[config.mk]
export PLATFORM = sky130hd
export DESIGN_NAME = bin_to_bcd_seq
export DESIGN_NICKNAME = d
export VERILOG_FILES = /design/src/rtl/bin_to_bcd_seq.sv
export SDC_FILE = /design/constraint.sdc
export NUM_CORES = 1
export LEC_CHECK = 0
export CELL_PAD_IN_SITES_DETAIL_PLACEMENT = 0
export CELL_PAD_IN_SITES_GLOBAL_PLACEMENT = 1
export CORE_ASPECT_RATIO = 0.5
export CORE_UTILIZATION = 40
export DETAILED_ROUTE_END_ITERATION = 6
export PLACE_DENSITY_LB_ADDON = 0.08
export SETUP_SLACK_MARGIN = 0.02
export SYNTH_ARGS = -nofsm -noshare
export SYNTH_HDL_FRONTEND = slang
export SYNTH_SLANG_ARGS = --single-unit
[constraint.sdc]
create_clock -name clk -period 2.48 [get_ports clk]
set_input_delay 0.496 -clock clk [delete_from_list [all_inputs] [get_ports clk]]
set_output_delay 0.496 -clock clk [all_outputs]
set_load 0.005 [all_outputs]
[src/rtl/bin_to_bcd_seq.sv]
// Sequential binary-to-BCD converter: shift-and-add-3, one operand bit per clock,
// with optional two's-complement input and a start/busy/done handshake.
`timescale 1ns/1ps
module bin_to_bcd_seq #(
   parameter int WIDTH  = 8,
   parameter int DIGITS = 3,
   parameter bit SIGNED = 1'b0
) (
   input  logic                  clk,
   input  logic                  rst_n,
   input  logic                  start,
   input  logic [WIDTH-1:0]      bin,
   output logic                  busy,
   output logic                  done,
   output logic [4*DIGITS-1:0]   bcd,
   output logic                  neg
);

   localparam int BW = 4 * DIGITS;
   localparam int CW = (WIDTH > 1) ? $clog2(WIDTH) : 1;

   typedef enum logic {IDLE, SHIFT} state_t;

   // True when DIGITS decimal digits can hold the largest WIDTH-bit value.
   function automatic bit digits_fit();
      logic [WIDTH-1:0] v;
      v = '1;
      for (int i = 0; i < DIGITS; i++) v = v / WIDTH'(10);
      return (v == '0);
   endfunction

   if (!digits_fit()) begin : g_digits_too_few
      $error("bin_to_bcd_seq: DIGITS too small for WIDTH");
   end

   function automatic logic [BW-1:0] add3_digits(input logic [BW-1:0] s);
      logic [BW-1:0] r;
      r = s;
      for (int i = 0; i < DIGITS; i++) begin
         if (s[4*i +: 4] > 4'd4) r[4*i +: 4] = s[4*i +: 4] + 4'd3;
      end
      return r;
   endfunction

   state_t              state_q, state_d;
   logic [WIDTH-1:0]    sh_q, sh_d;
   logic [BW-1:0]       scr_q, scr_d;
   logic [CW-1:0]       cnt_q, cnt_d;
   logic                sign_q, sign_d;
   logic [BW-1:0]       bcd_q, bcd_d;
   logic                neg_q, neg_d;
   logic                done_q, done_d;

   logic signed [WIDTH-1:0] bin_s;
   logic signed [WIDTH-1:0] bin_neg;
   logic                    is_neg;
   logic [WIDTH-1:0]        mag;

   // Negating the most-negative value wraps back to 2^(WIDTH-1), which is the
   // correct magnitude when read as unsigned.
   assign bin_s   = bin;
   assign bin_neg = -bin_s;
   assign is_neg  = SIGNED && bin[WIDTH-1];
   assign mag     = is_neg ? bin_neg : bin;

   always_comb begin
      logic [BW-1:0]       adj;
      logic [BW+WIDTH-1:0] cat;
      state_d = state_q;
      sh_d    = sh_q;
      scr_d   = scr_q;
      cnt_d   = cnt_q;
      sign_d  = sign_q;
      bcd_d   = bcd_q;
      neg_d   = neg_q;
      done_d  = 1'b0;
      adj     = add3_digits(scr_q);
      cat     = {adj[BW-2:0], sh_q, 1'b0};
      case (state_q)
         IDLE: begin
            if (start) begin
               sh_d    = mag;
               sign_d  = is_neg;
               scr_d   = '0;
               cnt_d   = CW'(WIDTH - 1);
               state_d = SHIFT;
            end
         end
         SHIFT: begin
            scr_d = cat[BW+WIDTH-1:WIDTH];
            sh_d  = cat[WIDTH-1:0];
            if (cnt_q == '0) begin
               bcd_d   = cat[BW+WIDTH-1:WIDTH];
               neg_d   = sign_q;
               done_d  = 1'b1;
               state_d = IDLE;
            end else begin
               cnt_d = cnt_q - 1'b1;
            end
         end
         default: state_d = IDLE;
      endcase
   end

   always_ff @(posedge clk or negedge rst_n) begin
      if (!rst_n) begin
         state_q <= IDLE;
         sh_q    <= '0;
         scr_q   <= '0;
         cnt_q   <= '0;
         sign_q  <= 1'b0;
         bcd_q   <= '0;
         neg_q   <= 1'b0;
         done_q  <= 1'b0;
      end else begin
         state_q <= state_d;
         sh_q    <= sh_d;
         scr_q   <= scr_d;
         cnt_q   <= cnt_d;
         sign_q  <= sign_d;
         bcd_q   <= bcd_d;
         neg_q   <= neg_d;
         done_q  <= done_d;
      end
   end

   assign busy = (state_q == SHIFT);
   assign done = done_q;
   assign bcd  = bcd_q;
   assign neg  = neg_q;

endmodule

; Word-level counts from Yosys, hierarchy flattened
; Cells that the tools add are included.
[totals]
out_inout_bits = 15
word_cells = 34
in_bits = 11
reg_bits = 37
[op_classes]
n_eq_ne = 2
bitwise = 1
n_addsub = 4
magnitude_cmp = 3
n_reduce_logical = 3
mux = 15
[op_table]
columns = operator, n
row1 = one-hot mux 12 bit (2 select lines), 1
row2 = one-hot mux 8 bit (2 select lines), 1
row3 = "greater-than comparator 4 x 3 -> 1 bit, second input constant", 3
row4 = 2-to-1 mux 12 bit, 1
row5 = 2-to-1 mux 3 bit, 3
row6 = "adder 4 x 2 -> 4 bit, second input constant", 2
row7 = 2-to-1 mux 4 bit, 2
row8 = 2-to-1 mux 8 bit, 1
row9 = one-hot mux 3 bit (2 select lines), 1
row10 = 2-to-1 mux 1 bit, 4
row11 = "!= test 2 bit, second input constant", 2
row12 = AND reduction 2 bit, 2
row13 = "adder 3 x 2 -> 3 bit, second input constant", 1
row14 = zero test 3 bit, 1
row15 = "subtractor 3 x 1 -> 3 bit, second input constant", 1
row16 = one-hot mux 1 bit (2 select lines), 1
row17 = NOT 1 bit, 1

; Logic depth before layout (Yosys ltp)
; Gate-level depths: netlist (run 1).
[logic_depth]
ltp_word = 3
ltp_mapped = 6
mapped_depth_nobuf = 6

; Worst setup path before layout (run 1)
; No wires, ideal clock.
[synth_timing]
kind = register to register
startpoint = register scr_q[4]
endpoint = register scr_q[6]
t_arrival_ns = 1.370
required_ns = 2.398
period_less_slack_ns = 1.452
n_path_buf = 0
setup_ns = 0.082
path_stages_with_launch = 7
setup_slack_ns = 1.028
cell_sequence = dfrtp_1 -> inv_1 -> ha_1 -> inv_1 -> a21oi_1 -> mux2_2 -> o22ai_1
[synth_via]
elab_chain_cells = 3
elab_cells_between_ends = 4
cone_classes = add/sub (1) / order compare (1) / mux (2)
[synth_lines]
columns = element, line
row1 = start: declaration, 47  ; logic [BW-1:0] scr_q, scr_d;
row2 = start signal: assignment, 118  ; scr_q <= scr_d;
row3 = adder 4 x 2 -> 4 bit or greater-than comparator 4 x 3 -> 1 bit (tied branches), 40  ; if (s[4*i +: 4] > 4'd4) r[4*i +: 4] = s[4*i +: 4] + 4'd3;
row4 = 2-to-1 mux 4 bit (*), 40
row5 = one-hot mux 12 bit (2 select lines) (*), 79  ; case (state_q)
; Every way passes the cells marked *; elsewhere a longest branch is shown, timed or not.
; A chain may end at the register's enable or synchronous reset.

; Worst setup path in the final report (run 1)
[layout_timing]
startpoint = register state_q (netlist: busy)
endpoint = output port busy
[layout_lines]
columns = element, line
row1 = start: declaration, 45  ; state_t state_q, state_d;
row2 = start signal: assignment, 116  ; state_q <= state_d;
row3 = end: declaration, 13  ; output logic busy,
; No word-level cell between the ends.

==> results of run 1 <==
## report_power, final
group	switching [mW]	internal (mW)
sequential	0.195	0.875
combinational	0.601	0.636
clock	0.202	0.200
total	0.999	1.71
## final cells by class
cell class	instances	area, um2	share of cell area (%)
Sequential cell	37	925.9	43.27
Inverter	15	56.30	2.632
Timing Repair Buffer	27	262.8	12.28
Clock buffer	8	80.08	3.743
Tap cell	54	67.56	3.158
Multi-Input combinational cell	116	747.0	34.91
## routing by layer
metal	track usage [%]	vias to the layer above	wire length (um)
li1	-	645	-
met1	21.83	607	1717
met2	25.82	19	1448
met3	5.140	2	127
met4	4.412	0	19
met5	0	-	0
## state kept, by name (all words and copies together), names as in the netlist
register	cells
scr_q	12
sh_q	8
done	1
busy	1
bcd	12
cnt_q	3
## cell usage in the layout, fill, tap and decap left out
cell type        instances
a22oi_1                  1
o221ai_1                 1
a21oi_1                  9
o22ai_1                  6
inv_2                    1
o31ai_1                  1
nand3b_1                 1
o21ai_1                  2
nor2b_4                  1
nand2_1                 27
ha_1                     8
o21ai_0                 20
clkbuf_1                 3
mux2_2                   5
dfrtp_1                 37
inv_1                   14
xnor2_1                  4
conb_1                   1
nand2b_1                 1
nor2_1                   5
buf_4                    3
a21o_1                   2
o21bai_1                 2
mux2i_1                  9
nor3_1                   4
nor3b_1                  2
clkbuf_8                 5
and2_4                   1
clkdlybuf4s50_1         24
a31oi_1                  2
nand2_4                  1
## cells in the mapped netlist (all sizes together)
| cell type | n | share of area, % |
|---|---|---|
| and2 | 1 | 0.49 |
| nand2 | 28 | 6.3 |
| a22oi | 1 | 0.42 |
| nor3 | 4 | 1.1 |
| o221ai | 1 | 0.49 |
| nand2b | 1 | 0.35 |
| o31ai | 1 | 0.42 |
| nor2b | 1 | 0.77 |
| a21oi | 9 | 2.5 |
| o21ai | 22 | 6.2 |
| a21o | 2 | 0.84 |
| nand3b | 1 | 0.42 |
| dfrtp | 37 | 52 |
| buf | 7 | 2.9 |
| o21bai | 2 | 0.84 |
| o22ai | 6 | 2.1 |
| xnor2 | 4 | 2.0 |
| mux2 | 5 | 3.1 |
| nor3b | 2 | 0.84 |
| nor2 | 5 | 1.0 |
| a31oi | 2 | 0.70 |
| mux2i | 9 | 5.0 |
| clkbuf | 2 | 0.42 |
| ha | 8 | 5.6 |
| conb | 1 | 0.21 |
| inv | 15 | 3.1 |
## cells by family after synthesis
kind of cell | after synthesis | synth area share, %
simple gates | 43 | 11.33
flops | 37 | 51.75
buf+inv | 24 | 6.503
other cells | 1 | 0.2096
mux | 14 | 8.182
fa+ha+maj | 8 | 5.595
xor+xnor | 4 | 1.958
compound gates | 46 | 14.48
## through the flow
step	setup WS, ns	power (mW)
floorplan	1.028	1.923
global placement	0.5509	2.300
detailed placement	0.5126	2.341
CTS	0.5755	2.758
global route	0.5155	2.989
finish	0.5952	2.710
## how the worst max path moves through the flow
| stage | startpoint | cells past startpoint | end |
|---|---|---|---|
| final | busy$_DFF_PN0_ | 1 | busy |
| after global routing | busy$_DFF_PN0_ | 1 | busy |
| after CTS | busy$_DFF_PN0_ | 1 | busy |
| after detailed placement | start | 5 | cnt_q[0]$_DFFE_PN0P_ |
| after global placement | start | 5 | cnt_q[1]$_DFFE_PN0P_ |
| after floorplan | scr_q[4]$_DFFE_PN0P_ | 6 | scr_q[6]$_DFFE_PN0P_ |
==> report_table.html, run 1 <==
<table>
<tr><th>Metric</th><th>Value</th></tr>
<tr><th colspan="2">Clocking</th></tr>
<tr><td>CTS Buf Count</td><td>5</td></tr>
<tr><td>Deepest level of the CTS H-tree</td><td>2</td></tr>
<tr><td>TritonCTS Sinks</td><td>37</td></tr>
<tr><td>Library cell used as clock root buffer</td><td>clkbuf_8</td></tr>
<tr><td>TritonCTS clock tree</td><td>built</td></tr>
<tr><td>Post-cts repair resize count</td><td>0</td></tr>
<tr><td>Max clock buf depth</td><td>2</td></tr>
<tr><td>Hold buffer count at CTS</td><td>0</td></tr>
<tr><td>Clock-pin slew of the registers on the worst-case setup and hold paths</td><td>0.07 ns</td></tr>
<tr><td>Number of buffers added for setup after CTS</td><td>0</td></tr>
<tr><td>Clk_lat worst skew</td><td>0.28 ns</td></tr>
<tr><th colspan="2">Finish</th></tr>
<tr><td>Proportion of layout cells with a drive suffix above 1</td><td>8.374%</td></tr>
<tr><td>Design Area, Final</td><td>2140 um2</td></tr>
<tr><td>Net count of the finished layout</td><td>221</td></tr>
<tr><td>Area overhead of the layout relative to synthesis</td><td>19.58%</td></tr>
<tr><td>Util after Layout</td><td>52.39%</td></tr>
<tr><td>Number of inserted diodes</td><td>0</td></tr>
<tr><td>Number of non-filler instances in the completed layout</td><td>257</td></tr>
<tr><td>Filler cell count in the final layout</td><td>376</td></tr>
<tr><th colspan="2">Drt</th></tr>
<tr><td>First-pass iteration count of the detailed router</td><td>4</td></tr>
<tr><td>Antenna-violating nets left</td><td>0</td></tr>
<tr><td>Detailed Route Iter0 Violations</td><td>33</td></tr>
<tr><td>Via count</td><td>1273</td></tr>
<tr><td>Routed WL</td><td>3.313 mm</td></tr>
<tr><td>Count of unresolved DRC violations after routing</td><td>0</td></tr>
<tr><td>Routed WL per cell</td><td>12.89 um</td></tr>
<tr><td>Routed vias/inst</td><td>4.953</td></tr>
<tr><th colspan="2">Placed design</th></tr>
<tr><td>DP Area</td><td>2059 um2</td></tr>
<tr><td>Routability-driven placement congestion ratio</td><td>0.7225</td></tr>
<tr><td>Cells after DPL</td><td>249</td></tr>
<tr><td>Count of buffers inserted at the top-level ports</td><td>24</td></tr>
<tr><td>HPWL after detailed placement</td><td>2.293 mm</td></tr>
<tr><th colspan="2">Timing</th></tr>
<tr><td>Summed negative setup slack over all endpoints</td><td>0 ns</td></tr>
<tr><td>Post-route clock period utilization</td><td>76.00%</td></tr>
<tr><td>Number of max-slew violations in the final report</td><td>0</td></tr>
<tr><td>Highest attainable clock frequency</td><td>530.6 MHz</td></tr>
<tr><td>Setup repair after global routing missed its margin</td><td>no</td></tr>
<tr><td>Final setup violating endpoints</td><td>0</td></tr>
<tr><td>Hold violation count in the final report</td><td>0</td></tr>
<tr><td>Post-Route Skew</td><td>0.003905 ns</td></tr>
<tr><td>Worst hold slack after final layout</td><td>0.4814 ns</td></tr>
<tr><td>Time the worst path needs with I/O delays and setup</td><td>1.885 ns</td></tr>
<tr><th colspan="2">Global routing</th></tr>
<tr><td>Tot GR Track Use</td><td>16.40%</td></tr>
<tr><td>Largest net degree at the start of global routing</td><td>38</td></tr>
<tr><td>Global route overflow</td><td>0</td></tr>
<tr><td>Global-route wire length before repair</td><td>5.802 mm</td></tr>
<tr><td>Number of global-route vias before repair</td><td>1243</td></tr>
<tr><td>Initial antenna violation count</td><td>0</td></tr>
<tr><th colspan="2">Worst setup path</th></tr>
<tr><td>Data arrival time of the critical path</td><td>1.39 ns</td></tr>
<tr><td>Critical path type</td><td>flip-flop to primary output</td></tr>
<tr><td>Setup crit end kind</td><td>primary output</td></tr>
<tr><td>Reg2reg end</td><td>scr_q[2]$_DFFE_PN0P_</td></tr>
<tr><td>Slowest cell on the critical path</td><td>clkdlybuf4s50_1</td></tr>
<tr><td>CP Max Fanout</td><td>11</td></tr>
<tr><td>Critical path startpoint category</td><td>flip-flop</td></tr>
<tr><td>Slowest stage delay, CP</td><td>0.57 ns</td></tr>
<tr><td>Category of cells accounting for the largest share of critical-path delay</td><td>buffers and inverters</td></tr>
<tr><td>Flop-to-flop setup slack</td><td>0.83 ns</td></tr>
<tr><td>Worst-case reg-to-reg path depth</td><td>6</td></tr>
<tr><td>Launch instance of the worst register-to-register path</td><td>scr_q[0]$_DFFE_PN0P_</td></tr>
<tr><td>Buffers &amp; Inverters on Critical Path</td><td>1</td></tr>
<tr><td>Required time of the worst setup path</td><td>1.98 ns</td></tr>
<tr><td>Ordered cell list for the critical path</td><td>clkdlybuf4s50_1</td></tr>
<tr><th colspan="2">Power</th></tr>
<tr><td>PD cells</td><td>1267 nW/um2</td></tr>
<tr><td>Leakage power</td><td>0.9844 nW</td></tr>
<tr><td>VDD IR max</td><td>0.4626 mV</td></tr>
<tr><th colspan="2">Logic synthesis</th></tr>
<tr><td>Number of warnings printed during yosys synthesis</td><td>0</td></tr>
<tr><td>Average instance area after synthesis</td><td>10.11 um2</td></tr>
<tr><td>Syn Inst Count</td><td>177</td></tr>
<tr><td>Netlist Area Pre-Place</td><td>1789 um2</td></tr>
<tr><td>Synth unique cells</td><td>31</td></tr>
<tr><td>Sequential element share of the synthesized area</td><td>51.75%</td></tr>
<tr><td>Net Count, Synth</td><td>196</td></tr>
<tr><td>Post-synthesis sequential element count</td><td>37</td></tr>
<tr><th colspan="2">Floorplan</th></tr>
<tr><td>I/O pin count</td><td>26</td></tr>
<tr><td>Chip height</td><td>49.29 um</td></tr>
<tr><td>Placement row count</td><td>16</td></tr>
<tr><td>Core outline area</td><td>4084 um2</td></tr>
<tr><td>Area enclosed by the die boundary</td><td>4761 um2</td></tr>
<tr><td>X dimension of the die</td><td>96.59 um</td></tr>
<tr><td>Initial core utilization</td><td>43.81%</td></tr>
<tr><th colspan="2">Worst hold path</th></tr>
<tr><td>Source of the worst hold timing path</td><td>bcd[11]$_DFFE_PN0P_</td></tr>
<tr><td>Worst Hold Depth</td><td>2</td></tr>
<tr><td>Min-Delay Endpoint</td><td>bcd[11]$_DFFE_PN0P_</td></tr>
<tr><td>Min-delay worst type</td><td>flip-flop to flip-flop</td></tr>
<tr><th colspan="2">Run</th></tr>
<tr><td>Max Cap Viol</td><td>0</td></tr>
<tr><th colspan="2">Status</th></tr>
<tr><td>Outcome</td><td>finished, final reports clean</td></tr>
</table>
No activity file was read; power rests on OpenSTA's default activity.
==> run 2: changes to the inputs <==
--- a/config.mk
+++ b/config.mk
@@ -8,7 +8,7 @@
 export CELL_PAD_IN_SITES_DETAIL_PLACEMENT = 0
 export CELL_PAD_IN_SITES_GLOBAL_PLACEMENT = 1
 export CORE_ASPECT_RATIO = 0.5
-export CORE_UTILIZATION = 40
+export CORE_UTILIZATION = 37
 export DETAILED_ROUTE_END_ITERATION = 6
 export PLACE_DENSITY_LB_ADDON = 0.08
 export SETUP_SLACK_MARGIN = 0.02
==> constraint.sdc (replaced) <==
create_clock -name clk -period 1.5 [get_ports clk]
set_input_delay 0.3 -clock clk [delete_from_list [all_inputs] [get_ports clk]]
set_output_delay 0.3 -clock clk [all_outputs]
set_load 0.005 [all_outputs]
==> run 2 against run 1 <==
Against the previous run: worst hold slack lost 0.43 ns; largest cell class unchanged; critical path type is now flip-flop to flip-flop; via count grew 6.5%; utilization rose by 0.55 points; highest routed layer unchanged.
==> report_table.html, run 2 (same netlist as run 1, synthesis figures left out) <==
<table>
<tr><th>Metric</th><th>Value</th></tr>
<tr><th colspan="2">Finish</th></tr>
<tr><td>Filler cell count in the final layout</td><td>429</td></tr>
<tr><td>Number of inserted diodes</td><td>0</td></tr>
<tr><td>Most common library cell in the layout ignoring fill and taps</td><td>dfrtp_1</td></tr>
<tr><td>Proportion of layout cells with a drive suffix above 1</td><td>22.02%</td></tr>
<tr><td>Number of non-filler instances in the completed layout</td><td>284</td></tr>
<tr><td>Multi-input logic area</td><td>819.5 um2</td></tr>
<tr><td>Design Area, Final</td><td>2387 um2</td></tr>
<tr><td>Util after Layout</td><td>52.94%</td></tr>
<tr><td>Commonest cells after routing, fill and taps aside</td><td>dfrtp_1, nand2_1, o21ai_0</td></tr>
<tr><td>Register area</td><td>927.1 um2</td></tr>
<tr><td>Net count of the finished layout</td><td>236</td></tr>
<tr><td>Area overhead of the layout relative to synthesis</td><td>33.43%</td></tr>
<tr><th colspan="2">Floorplan</th></tr>
<tr><td>Chip height</td><td>51.17 um</td></tr>
<tr><td>I/O pin count</td><td>26</td></tr>
<tr><td>Core outline area</td><td>4509 um2</td></tr>
<tr><td>Placement row count</td><td>17</td></tr>
<tr><td>Initial core utilization</td><td>39.68%</td></tr>
<tr><td>Area enclosed by the die boundary</td><td>5135 um2</td></tr>
<tr><td>X dimension of the die</td><td>100.3 um</td></tr>
<tr><th colspan="2">Timing</th></tr>
<tr><td>Highest attainable clock frequency</td><td>693.0 MHz</td></tr>
<tr><td>Number of max-slew violations in the final report</td><td>0</td></tr>
<tr><td>Final setup violating endpoints</td><td>0</td></tr>
<tr><td>Hold violation count in the final report</td><td>0</td></tr>
<tr><td>Post-Route Skew</td><td>0.005495 ns</td></tr>
<tr><td>Time the worst path needs with I/O delays and setup</td><td>1.443 ns</td></tr>
<tr><td>Setup repair after global routing missed its margin</td><td>yes</td></tr>
<tr><td>Post-route clock period utilization</td><td>96.20%</td></tr>
<tr><th colspan="2">Clocking</th></tr>
<tr><td>TritonCTS clock tree</td><td>built</td></tr>
<tr><td>TritonCTS Sinks</td><td>37</td></tr>
<tr><td>Deepest level of the CTS H-tree</td><td>2</td></tr>
<tr><td>CTS Buf Count</td><td>5</td></tr>
<tr><td>Max clock buf depth</td><td>2</td></tr>
<tr><td>Clk_lat worst skew</td><td>0.28 ns</td></tr>
<tr><td>Clock-pin slew of the registers on the worst-case setup and hold paths</td><td>0.07 ns</td></tr>
<tr><td>Library cell used as clock root buffer</td><td>clkbuf_8</td></tr>
<tr><th colspan="2">Worst setup path</th></tr>
<tr><td>CP Max Fanout</td><td>4</td></tr>
<tr><td>Slowest stage delay, CP</td><td>0.36 ns</td></tr>
<tr><td>Critical path type</td><td>flip-flop to flip-flop</td></tr>
<tr><td>Critical path startpoint category</td><td>flip-flop</td></tr>
<tr><td>Required time of the worst setup path</td><td>1.67 ns</td></tr>
<tr><td>Category of cells accounting for the largest share of critical-path delay</td><td>multiplexers</td></tr>
<tr><td>Buffers &amp; Inverters on Critical Path</td><td>1</td></tr>
<tr><td>Data arrival time of the critical path</td><td>1.61 ns</td></tr>
<tr><td>Ordered cell list for the critical path</td><td>inv_2 -&gt; ha_4 -&gt; nand2b_4 -&gt; and2_4 -&gt; mux2i_4 -&gt; mux2_4</td></tr>
<tr><td>Setup crit end kind</td><td>flip-flop</td></tr>
<tr><td>Slowest cell on the critical path</td><td>dfrtp_1</td></tr>
<tr><th colspan="2">Power</th></tr>
<tr><td>PD cells</td><td>2198 nW/um2</td></tr>
<tr><td>VDD IR max</td><td>0.6444 mV</td></tr>
<tr><td>Leakage power</td><td>1.174 nW</td></tr>
<tr><th colspan="2">Placed design</th></tr>
<tr><td>Cells after DPL</td><td>272</td></tr>
<tr><td>DP Area</td><td>2152 um2</td></tr>
<tr><td>HPWL after detailed placement</td><td>2.513 mm</td></tr>
<tr><td>Count of buffers inserted at the top-level ports</td><td>24</td></tr>
<tr><td>Routability-driven placement congestion ratio</td><td>0.7286</td></tr>
<tr><th colspan="2">Global routing</th></tr>
<tr><td>Global route overflow</td><td>0</td></tr>
<tr><td>Global-route wire length before repair</td><td>5.961 mm</td></tr>
<tr><td>Initial antenna violation count</td><td>0</td></tr>
<tr><td>Tot GR Track Use</td><td>15.63%</td></tr>
<tr><td>Largest net degree at the start of global routing</td><td>38</td></tr>
<tr><td>Number of global-route vias before repair</td><td>1283</td></tr>
<tr><th colspan="2">Drt</th></tr>
<tr><td>Routed vias/inst</td><td>4.775</td></tr>
<tr><td>First-pass iteration count of the detailed router</td><td>4</td></tr>
<tr><td>Via count</td><td>1356</td></tr>
<tr><td>Detailed Route Iter0 Violations</td><td>42</td></tr>
<tr><td>Count of unresolved DRC violations after routing</td><td>0</td></tr>
<tr><td>Routed WL per cell</td><td>12.74 um</td></tr>
<tr><td>Routed WL</td><td>3.617 mm</td></tr>
<tr><td>Antenna-violating nets left</td><td>0</td></tr>
<tr><th colspan="2">Status</th></tr>
<tr><td>Outcome</td><td>finished, final reports clean</td></tr>
<tr><th colspan="2">Run</th></tr>
<tr><td>Max Cap Viol</td><td>0</td></tr>
<tr><th colspan="2">Worst hold path</th></tr>
<tr><td>Min-delay worst type</td><td>primary input to async pin</td></tr>
</table>
run 2: where the power goes:
group / internal (mW) / total [mW] / switching, mW
clock network: 0.542 / 0.881 / 0.339
registers: 1.45 / 1.76 / 0.309
logic: 1.41 / 2.61 / 1.20
run 2: layout make-up:
cell class                 instances  area share (%)
sequential                        37           38.84
timing repair buffer              42           16.14
tap                               66           3.459
clock buffer                       7           3.616
inverter                          15           2.358
clock inverter                     1           1.258
multi-input combinational        116           34.33
run 2: what timing repair did:
action	4_1_cts	5_1_grt
resized for setup	7	18
hold buffers	0	0
buffers inserted	1	3
pin swaps	0	4
setup endpoints to repair	4	15
run 2: final timing paths:
kind,from,end,slack [ns],cells after the start
min in group clk,bcd[4]$_DFFE_PN0P_,bcd[4]$_DFFE_PN0P_,0.48,2
min reg2reg,bcd[4]$_DFFE_PN0P_,bcd[4]$_DFFE_PN0P_,0.48,2
max,scr_q[9]$_DFFE_PN0P_,bcd[10]$_DFFE_PN0P_,0.06,6
max reg2reg,scr_q[9]$_DFFE_PN0P_,bcd[10]$_DFFE_PN0P_,0.06,6
min,rst_n,bcd[3]$_DFFE_PN0P_,0.05,2
max in group asynchronous,rst_n,busy$_DFF_PN0_,1.10,2
run 2: stage by stage:
stage,TNS (ns),hold slack (ns),setup WS (ns),power [mW]
final,0,0.05090,0.05707,5.247
after global routing,0,0.09079,0.002623,5.690
after CTS,0,0.06258,0.02255,5.073
after detailed placement,-0.04979,0.3736,-0.01732,4.074
after global placement,0,0.3753,0.006384,4.006
after floorplan,0,0.004409,0.04812,3.180
run 2: routing by layer:
layer	vias up	part of all wire [%]	wire length, um	track usage [%]
met2	22	46	1669	25.57
li1	669	-	-	-
met1	663	49	1772	19.45
met5	-	0	0	0
met3	2	4.1	150	5.198
met4	0	0.69	25	5.797
run 2: worst reg2reg max path: stages, from the launching register on:
cell and delay (ns):
dfrtp_1 0.36, inv_2 0.08, ha_4 0.17, nand2b_4 0.13, and2_4 0.16, mux2i_4 0.18
mux2_4 0.26
==> run 3: changes to the inputs <==
--- a/config.mk
+++ b/config.mk
@@ -15,3 +15,4 @@
 export SYNTH_ARGS = -nofsm -noshare
 export SYNTH_HDL_FRONTEND = slang
 export SYNTH_SLANG_ARGS = --single-unit
+export TNS_END_PERCENT = 5
==> run 3 against run 2 <==
Against the previous run: final cell count fell by 0.35%; sequential cell count stayed put; critical path depth is 5 lower; wire length shrank 2.4%; highest routed layer unchanged; sequential power is essentially flat.
==> report_table.html, run 3 (same netlist as run 1, synthesis figures left out) <==
<table>
<tr><th>Metric</th><th>Value</th></tr>
<tr><th colspan="2">Clocking</th></tr>
<tr><td>Deepest level of the CTS H-tree</td><td>2</td></tr>
<tr><td>Clk_lat worst skew</td><td>0.29 ns</td></tr>
<tr><td>CTS Buf Count</td><td>5</td></tr>
<tr><td>Library cell used as clock root buffer</td><td>clkbuf_8</td></tr>
<tr><td>Hold buffer count at CTS</td><td>0</td></tr>
<tr><td>Max clock buf depth</td><td>2</td></tr>
<tr><td>Clock-pin slew of the registers on the worst-case setup and hold paths</td><td>0.07 ns</td></tr>
<tr><td>TritonCTS clock tree</td><td>built</td></tr>
<tr><td>TritonCTS Sinks</td><td>37</td></tr>
<tr><th colspan="2">Worst setup path</th></tr>
<tr><td>Slowest cell on the critical path</td><td>clkdlybuf4s50_1</td></tr>
<tr><td>Launch instance of the worst register-to-register path</td><td>scr_q[8]$_DFFE_PN0P_</td></tr>
<tr><td>Setup crit end kind</td><td>primary output</td></tr>
<tr><td>Ordered cell list for the critical path</td><td>clkdlybuf4s50_1</td></tr>
<tr><td>Category of cells accounting for the largest share of critical-path delay</td><td>buffers and inverters</td></tr>
<tr><td>Flop-to-flop setup slack</td><td>0.07 ns</td></tr>
<tr><td>Reg2reg end</td><td>bcd[10]$_DFFE_PN0P_</td></tr>
<tr><td>Slowest stage delay, CP</td><td>0.50 ns</td></tr>
<tr><td>Critical path type</td><td>flip-flop to primary output</td></tr>
<tr><td>CP Max Fanout</td><td>2</td></tr>
<tr><td>Required time of the worst setup path</td><td>1.20 ns</td></tr>
<tr><td>Buffers &amp; Inverters on Critical Path</td><td>1</td></tr>
<tr><td>Critical path startpoint category</td><td>flip-flop</td></tr>
<tr><td>Worst-case reg-to-reg path depth</td><td>6</td></tr>
<tr><td>Cell depth of the worst setup path</td><td>1</td></tr>
<tr><td>Data arrival time of the critical path</td><td>1.14 ns</td></tr>
<tr><th colspan="2">Global routing</th></tr>
<tr><td>Tot GR Track Use</td><td>15.54%</td></tr>
<tr><td>Global-route wire length before repair</td><td>5.920 mm</td></tr>
<tr><td>Number of global-route vias before repair</td><td>1272</td></tr>
<tr><td>Global route overflow</td><td>0</td></tr>
<tr><td>Largest net degree at the start of global routing</td><td>38</td></tr>
<tr><td>Initial antenna violation count</td><td>0</td></tr>
<tr><th colspan="2">Timing</th></tr>
<tr><td>Summed negative setup slack over all endpoints</td><td>0 ns</td></tr>
<tr><td>Highest attainable clock frequency</td><td>692.2 MHz</td></tr>
<tr><td>Setup repair after global routing missed its margin</td><td>yes</td></tr>
<tr><td>Hold violation count in the final report</td><td>0</td></tr>
<tr><td>Number of max-slew violations in the final report</td><td>0</td></tr>
<tr><td>Post-route clock period utilization</td><td>96.31%</td></tr>
<tr><td>Time the worst path needs with I/O delays and setup</td><td>1.445 ns</td></tr>
<tr><td>Post-Route Skew</td><td>0.007286 ns</td></tr>
<tr><td>Final setup violating endpoints</td><td>0</td></tr>
<tr><th colspan="2">Power</th></tr>
<tr><td>Share of power burned in the clock network</td><td>17.1%</td></tr>
<tr><td>PD cells</td><td>2210 nW/um2</td></tr>
<tr><td>NetSw</td><td>1.823 mW</td></tr>
<tr><td>Register share of total power</td><td>33.8%</td></tr>
<tr><td>Overall power of the completed layout</td><td>5.200 mW</td></tr>
<tr><td>Internal</td><td>3.377 mW</td></tr>
<tr><td>Comb pwr share</td><td>49.1%</td></tr>
<tr><td>VDD IR max</td><td>0.6423 mV</td></tr>
<tr><td>Proportion of total power due to net switching</td><td>35.06%</td></tr>
<tr><td>Leakage power</td><td>1.095 nW</td></tr>
<tr><th colspan="2">Drt</th></tr>
<tr><td>Total met2 wirelength after detailed routing</td><td>1.595 mm</td></tr>
<tr><td>Antenna-violating nets left</td><td>0</td></tr>
<tr><td>First-pass iteration count of the detailed router</td><td>4</td></tr>
<tr><td>Count of unresolved DRC violations after routing</td><td>0</td></tr>
<tr><td>Detailed-routing wirelength on met1</td><td>1.751 mm</td></tr>
<tr><td>Via count</td><td>1323</td></tr>
<tr><td>Routed WL</td><td>3.532 mm</td></tr>
<tr><td>Routed WL per cell</td><td>12.48 um</td></tr>
<tr><td>Detailed Route Iter0 Violations</td><td>43</td></tr>
<tr><td>Detailed route wirelength on metal3</td><td>137 um</td></tr>
<tr><td>Routed vias/inst</td><td>4.675</td></tr>
<tr><td>Uppermost routed layer</td><td>met4</td></tr>
<tr><th colspan="2">Floorplan</th></tr>
<tr><td>X dimension of the die</td><td>100.3 um</td></tr>
<tr><td>Area enclosed by the die boundary</td><td>5135 um2</td></tr>
<tr><td>Placement row count</td><td>17</td></tr>
<tr><td>Core outline area</td><td>4509 um2</td></tr>
<tr><td>I/O pin count</td><td>26</td></tr>
<tr><td>Chip height</td><td>51.17 um</td></tr>
<tr><td>Initial core utilization</td><td>39.68%</td></tr>
<tr><th colspan="2">Finish</th></tr>
<tr><td>Commonest cells after routing, fill and taps aside</td><td>dfrtp_1, nand2_1, clkdlybuf4s50_1</td></tr>
<tr><td>Multi-input logic area</td><td>805.8 um2</td></tr>
<tr><td>Number of inserted diodes</td><td>0</td></tr>
<tr><td>Area overhead of the layout relative to synthesis</td><td>31.54%</td></tr>
<tr><td>Register area</td><td>927.1 um2</td></tr>
<tr><td>Most common library cell in the layout ignoring fill and taps</td><td>dfrtp_1</td></tr>
<tr><td>Proportion of layout cells with a drive suffix above 1</td><td>21.66%</td></tr>
<tr><td>Util after Layout</td><td>52.19%</td></tr>
<tr><td>Filler cell count in the final layout</td><td>431</td></tr>
<tr><td>Net count of the finished layout</td><td>235</td></tr>
<tr><th colspan="2">Placed design</th></tr>
<tr><td>Count of buffers inserted at the top-level ports</td><td>24</td></tr>
<tr><td>Routability-driven placement congestion ratio</td><td>0.7286</td></tr>
<tr><td>HPWL after detailed placement</td><td>2.513 mm</td></tr>
<tr><th colspan="2">Run</th></tr>
<tr><td>Max Cap Viol</td><td>0</td></tr>
<tr><th colspan="2">Status</th></tr>
<tr><td>Outcome</td><td>finished, final reports clean</td></tr>
<tr><th colspan="2">Worst hold path</th></tr>
<tr><td>Min-delay worst type</td><td>primary input to async pin</td></tr>
</table>
[run 3: layer usage]
metal  up-vias  global-route usage (%)
met4         0                   5.797
met5         -                       0
met1       634                   19.45
met3         4                   5.198
li1        666                       -
met2        19                   25.23
[run 3: area by class of cell]
class	instances	share of cell area, %
Multi-Input combinational cell	116	34.24
Sequential cell	37	39.39
Inverter	15	2.392
Clock buffer	7	3.668
Tap cell	66	3.509
Clock inverter	1	1.276
Timing Repair Buffer	41	15.52
[run 3: worst max-delay path by stage]
stage,to,from,slack (ns)
2_1_floorplan,scr_q[6]$_DFFE_PN0P_,scr_q[4]$_DFFE_PN0P_,0.05
3_3_place_gp,scr_q[2]$_DFFE_PN0P_,scr_q[1]$_DFFE_PN0P_,0.006
3_5_place_dp,scr_q[2]$_DFFE_PN0P_,scr_q[1]$_DFFE_PN0P_,-0.02
4_1_cts,scr_q[2]$_DFFE_PN0P_,scr_q[1]$_DFFE_PN0P_,0.006
5_1_grt,bcd[10]$_DFFE_PN0P_,scr_q[8]$_DFFE_PN0P_,-0.002
6_report,bcd[8],bcd[8]$_DFFE_PN0P_,0.06
[run 3: per-stage QoR]
step,instances,cell area [um2],worst slack (ns),hold slack [ns]
after detailed placement,272,2152,-0.01732,0.3736
after global routing,283,2354,-0.001769,0.08400
final,283,2354,0.05536,0.04556
after CTS,281,2281,0.005734,0.06258
after floorplan,177,1789,0.04812,0.004409
after global placement,272,2152,0.006384,0.3753
[run 3: timing repair]
item,in CTS,in global routing
gates resized for setup,2,16
pin swaps,0,3
endpoints found under the setup margin,4,18
buffers inserted,1,2
[run 3: power by group through the flow]
stage                     Sequential [mW]  Combinational, mW  Clock (mW)
after floorplan                      1.72               1.46           0
after global placement               1.76               2.24           0
after detailed placement             1.77               2.30           0
after CTS                            1.75               2.35       0.913
after global routing                 1.83               2.86       0.962
final                                1.76               2.55       0.889
==> RTL change 1 (settings of run 2) <==
Register the inputs `start` and `bin` before use, without a reset. The logic sees them one clock later.
--- a/src/rtl/bin_to_bcd_seq.sv
+++ b/src/rtl/bin_to_bcd_seq.sv
@@ -20,6 +20,14 @@
    localparam int CW = (WIDTH > 1) ? $clog2(WIDTH) : 1;
 
    typedef enum logic {IDLE, SHIFT} state_t;
+
+   logic start_q;
+   logic [WIDTH-1:0] bin_q;
+
+   always_ff @(posedge clk) begin
+      start_q <= start;
+      bin_q   <= bin;
+   end
 
    // True when DIGITS decimal digits can hold the largest WIDTH-bit value.
    function automatic bit digits_fit();
@@ -58,10 +66,10 @@
 
    // Negating the most-negative value wraps back to 2^(WIDTH-1), which is the
    // correct magnitude when read as unsigned.
-   assign bin_s   = bin;
+   assign bin_s   = bin_q;
    assign bin_neg = -bin_s;
-   assign is_neg  = SIGNED && bin[WIDTH-1];
-   assign mag     = is_neg ? bin_neg : bin;
+   assign is_neg  = SIGNED && bin_q[WIDTH-1];
+   assign mag     = is_neg ? bin_neg : bin_q;
 
    always_comb begin
       logic [BW-1:0]       adj;
@@ -78,7 +86,7 @@
       cat     = {adj[BW-2:0], sh_q, 1'b0};
       case (state_q)
          IDLE: begin
-            if (start) begin
+            if (start_q) begin
                sh_d    = mag;
                sign_d  = is_neg;
                scr_d   = '0;
Formal check against the unedited RTL: not equivalent (Yosys sat finds a counterexample within 4 cycles, from zero or initial values and one cycle with rst_n low).
==> RTL change 1 against run 2 <==
- sequential cell count grew 9
- combinational power is essentially flat
- cell area grew 11%
- non-clock buffer count grew 3
- worst setup slack gained 0.0022 ns
- synthesized area grew 12%
- via count grew 1.2%
- power grew 9.1%
- wire length grew 4.9%
==> RTL change 1: results (changes against run 2) <==
CP max stage cell=clkdlybuf4s50_1; register area share after synthesis=55.1% (+3.3 points); post-place setup slack=-0.0171 ns (+0.000229 ns); VDD IR max=666 uV (+3.3%); crit-path max FO=2 (-2); placed cells=282 (+3.7%); synth unique cells=32 (+3.2%); CTS clock-pin slew for the worst setup and hold paths=0.09 ns (+0.02 ns); NonClk Buf Share=15.3% (-0.87 points); Util after Layout=52.1% (-0.87 points); status=completed; Synth Area in Adders=4.98% (-0.61 points); first-pass GRT wire length=6.42 mm (+7.6%); worst r2r dst=bcd[0]; Yosys warning count=0 (unchanged); average size of a mapped cell=11.2 um2 (+10%); Hold WS=0.0360 ns (-0.0149 ns); dpl cell area=2400 um2 (+12%); Worst Setup SP=bcd[10]; Vias/cell=4.65 (-2.6%); Clock Latency Late Sink=0.30 ns (+0.02 ns); clock network area share=5.22% (+0.34 points); sequential share of cell area=41.9% (+3.1 points); R2R Path Start=cnt_q[0]; critical path's largest stage delay=0.49 ns (+0.13 ns); CP endpoint=bcd[10]; Tmin final=1.44 ns (-0.00216 ns); Routed WL per cell=12.9 um (+1.0%); async set-reset flop share out of synthesis=80.4% (-20 points); crit path DAT=1.14 ns (-0.47 ns); share of layout cells above drive strength 1=20.0% (-2.0 points); Clock H-tree levels=2 (unchanged); mux contribution to synthesized area=11.5% (+3.3 points); multi-input gates=111 (-4.3%); Synth Area in Compound Gates=11.7% (-2.8 points); Top delay family on crit path=buffers and inverters; RePlAce Congestion=0.742 (+1.9%); fraction of area in multi-input gates=32.1% (-2.3 points); PortBufs=24 (unchanged); cts repair resizes=7 (unchanged); dominant cells by area after synthesis=dfrtp_1 (46%), dfxtp_1 (9.0%), mux2i_1 (6.5%); total number of vias=1372 (+1.2%); syn_nets=199 (+1.5%); DP Wirelength=2.60 mm (+3.3%); seq_cells=46 (+24%); cts bufs inserted=5 (unchanged); FILL cells=469 (+9.3%); Worst setup EP type=primary output; Synth top cells by count=dfrtp_1 (37), nand2_1 (16), o21ai_0 (15); Final Cell Area=2640 um2 (+11%); DRT iter0 DRCs=50 (+19%); leakage=1.31 nW (+12%); skew final=0.00690 ns (+0.00141 ns); r2r setup slk=0.11 ns (+0.05 ns); gr usage total=15.0% (-0.65 points); vias in the first global route=1331 (+3.7%); Final nets=243 (+3.0%); XOR/XNOR Fraction of Synth Area=1.31% (-0.65 points); reg2reg path depth=5 (-1); Signal buffers=45 (+7.1%)
==> RTL change 1: cell count changes after synthesis, sizes merged, moves of 3 or more <==
cell / run 2 / this run
mux2: 5 / 8
nor2: 5 / 9
mux2i: 9 / 13
o31ai: 1 / 4
o21ai: 22 / 15
a21o: 2 / 6
dfxtp: 0 / 9
nand2: 28 / 17
o22ai: 6 / 0
a21oi: 9 / 6
==> RTL change 1: metal layers <==
metal / up-vias / routed length, um / share of wire (%) / GRT usage [%]
met1: 652 / 1930 / 51 / 19.9
met2: 24 / 1690 / 45 / 24.2
met4: 0 / 8 / 0.21 / 4.17
li1: 694 / - / - / -
met3: 2 / 162 / 4.3 / 4.36
met5: - / 0 / 0 / 0
==> RTL change 1: where the power goes <==
part           internal (mW)  total (mW)  switching (mW)
clock                  0.667        1.09           0.425
sequential              1.70        2.03           0.327
combinational           1.44        2.60            1.17
==> RTL change 2 (config.mk and constraints of run 2) <==
Made on the original files. Set the parameter `WIDTH` to 4 (it was 8).
--- a/src/rtl/bin_to_bcd_seq.sv
+++ b/src/rtl/bin_to_bcd_seq.sv
@@ -2,7 +2,7 @@
 // with optional two's-complement input and a start/busy/done handshake.
 `timescale 1ns/1ps
 module bin_to_bcd_seq #(
-   parameter int WIDTH  = 8,
+   parameter int WIDTH  = 4,
    parameter int DIGITS = 3,
    parameter bit SIGNED = 1'b0
 ) (
Interface: changed (resized bin); port bits go from 26 to 22. No check against the original RTL was run, so the function may have changed too.
==> RTL change 2 against run 2 <==
- die area decreased by 10%
- wire length fell by 10%
- clock skew grew 0.0014 ns
- synthesized area shrank 11%
- power decreased by 14%
- cell area fell by 16%
- sequential cell count is 5 lower
- worst setup slack better by 0.0016 ns
==> RTL change 2: results (changes against run 2) <==
cts repair resizes=1 (-6); RePlAce Congestion=0.789 (+8.3%); Top delay family on crit path=buffers and inverters; status=completed; crit-path max FO=2 (-2); skew final=0.00687 ns (+0.00138 ns); mux contribution to synthesized area=4.46% (-3.7 points); largest net degree at the start of global routing=33 (-13%); first-pass GRT wire length=5.75 mm (-3.6%); worst r2r dst=scr_q[1]; M1 WL=1.65 mm (-7.2%); VDD IR max=766 uV (+19%); gr usage total=17.0% (+1.3 points); synth unique cells=33 (+6.5%); Synth top cells by count=dfrtp_1 (32), nand2_1 (20), o21ai_0 (12); XOR/XNOR Fraction of Synth Area=0.547% (-1.4 points); critical path's largest stage delay=0.50 ns (+0.14 ns); Synth Area in Adders=5.47% (-0.12 points); share of layout cells above drive strength 1=14.1% (-8.0 points); CP max stage cell=clkdlybuf4s50_1; DRT iter0 DRCs=40 (-4.8%); met3 wire length=147 um (-2.0%); vias in the first global route=1210 (-5.7%); Routed WL per cell=13.2 um (+3.6%); met3 GRT Util=5.66% (+0.46 points); syn_nets=178 (-9.2%); Final nets=206 (-13%); Worst Setup SP=bcd[7]; Synth Area in Compound Gates=17.8% (+3.4 points); Setup Buffers After CTS=0 (-1); leakage=0.931 nW (-21%); reg2reg path depth=5 (-1); Met2 Wirelength=1.42 mm (-15%); grt met1 use=23.6% (+4.1 points); met2 Use GR=23.9% (-1.7 points); R2R Path Start=scr_q[1]; CP endpoint=bcd[7]; DP Wirelength=2.31 mm (-8.0%)
## RTL change 2: layout make-up
type                    instances  area [um2]
flip-flops and latches         32         801
clock inverters                 1        5.00
multi-input cells             110         718
fillers                       399        2020
inverters                      13        48.8
well taps                      54        67.6
clock buffers                   6        72.6
repair buffers                 30         294
## RTL change 2: power breakdown
group          internal [mW]  switching [mW]  leakage [nW]
clock                  0.315           0.304        0.0410
combinational           1.17            1.11         0.496
sequential              1.28           0.325         0.394
## RTL change 2: stage by stage
stage          utilization [%]  std cells  hold slack, ns  cell area, um2  worst slack (ns)
2_1_floorplan                -        164         0.00441            1600             0.130
6_report                  49.9        246           0.376            2010            0.0587
4_1_cts                   49.2        246           0.379            1980            0.0297
5_1_grt                   49.9        246           0.402            2010           0.00293
3_3_place_gp              47.3        239           0.461            1900            0.0495
3_5_place_dp              47.3        239           0.469            1900            0.0370
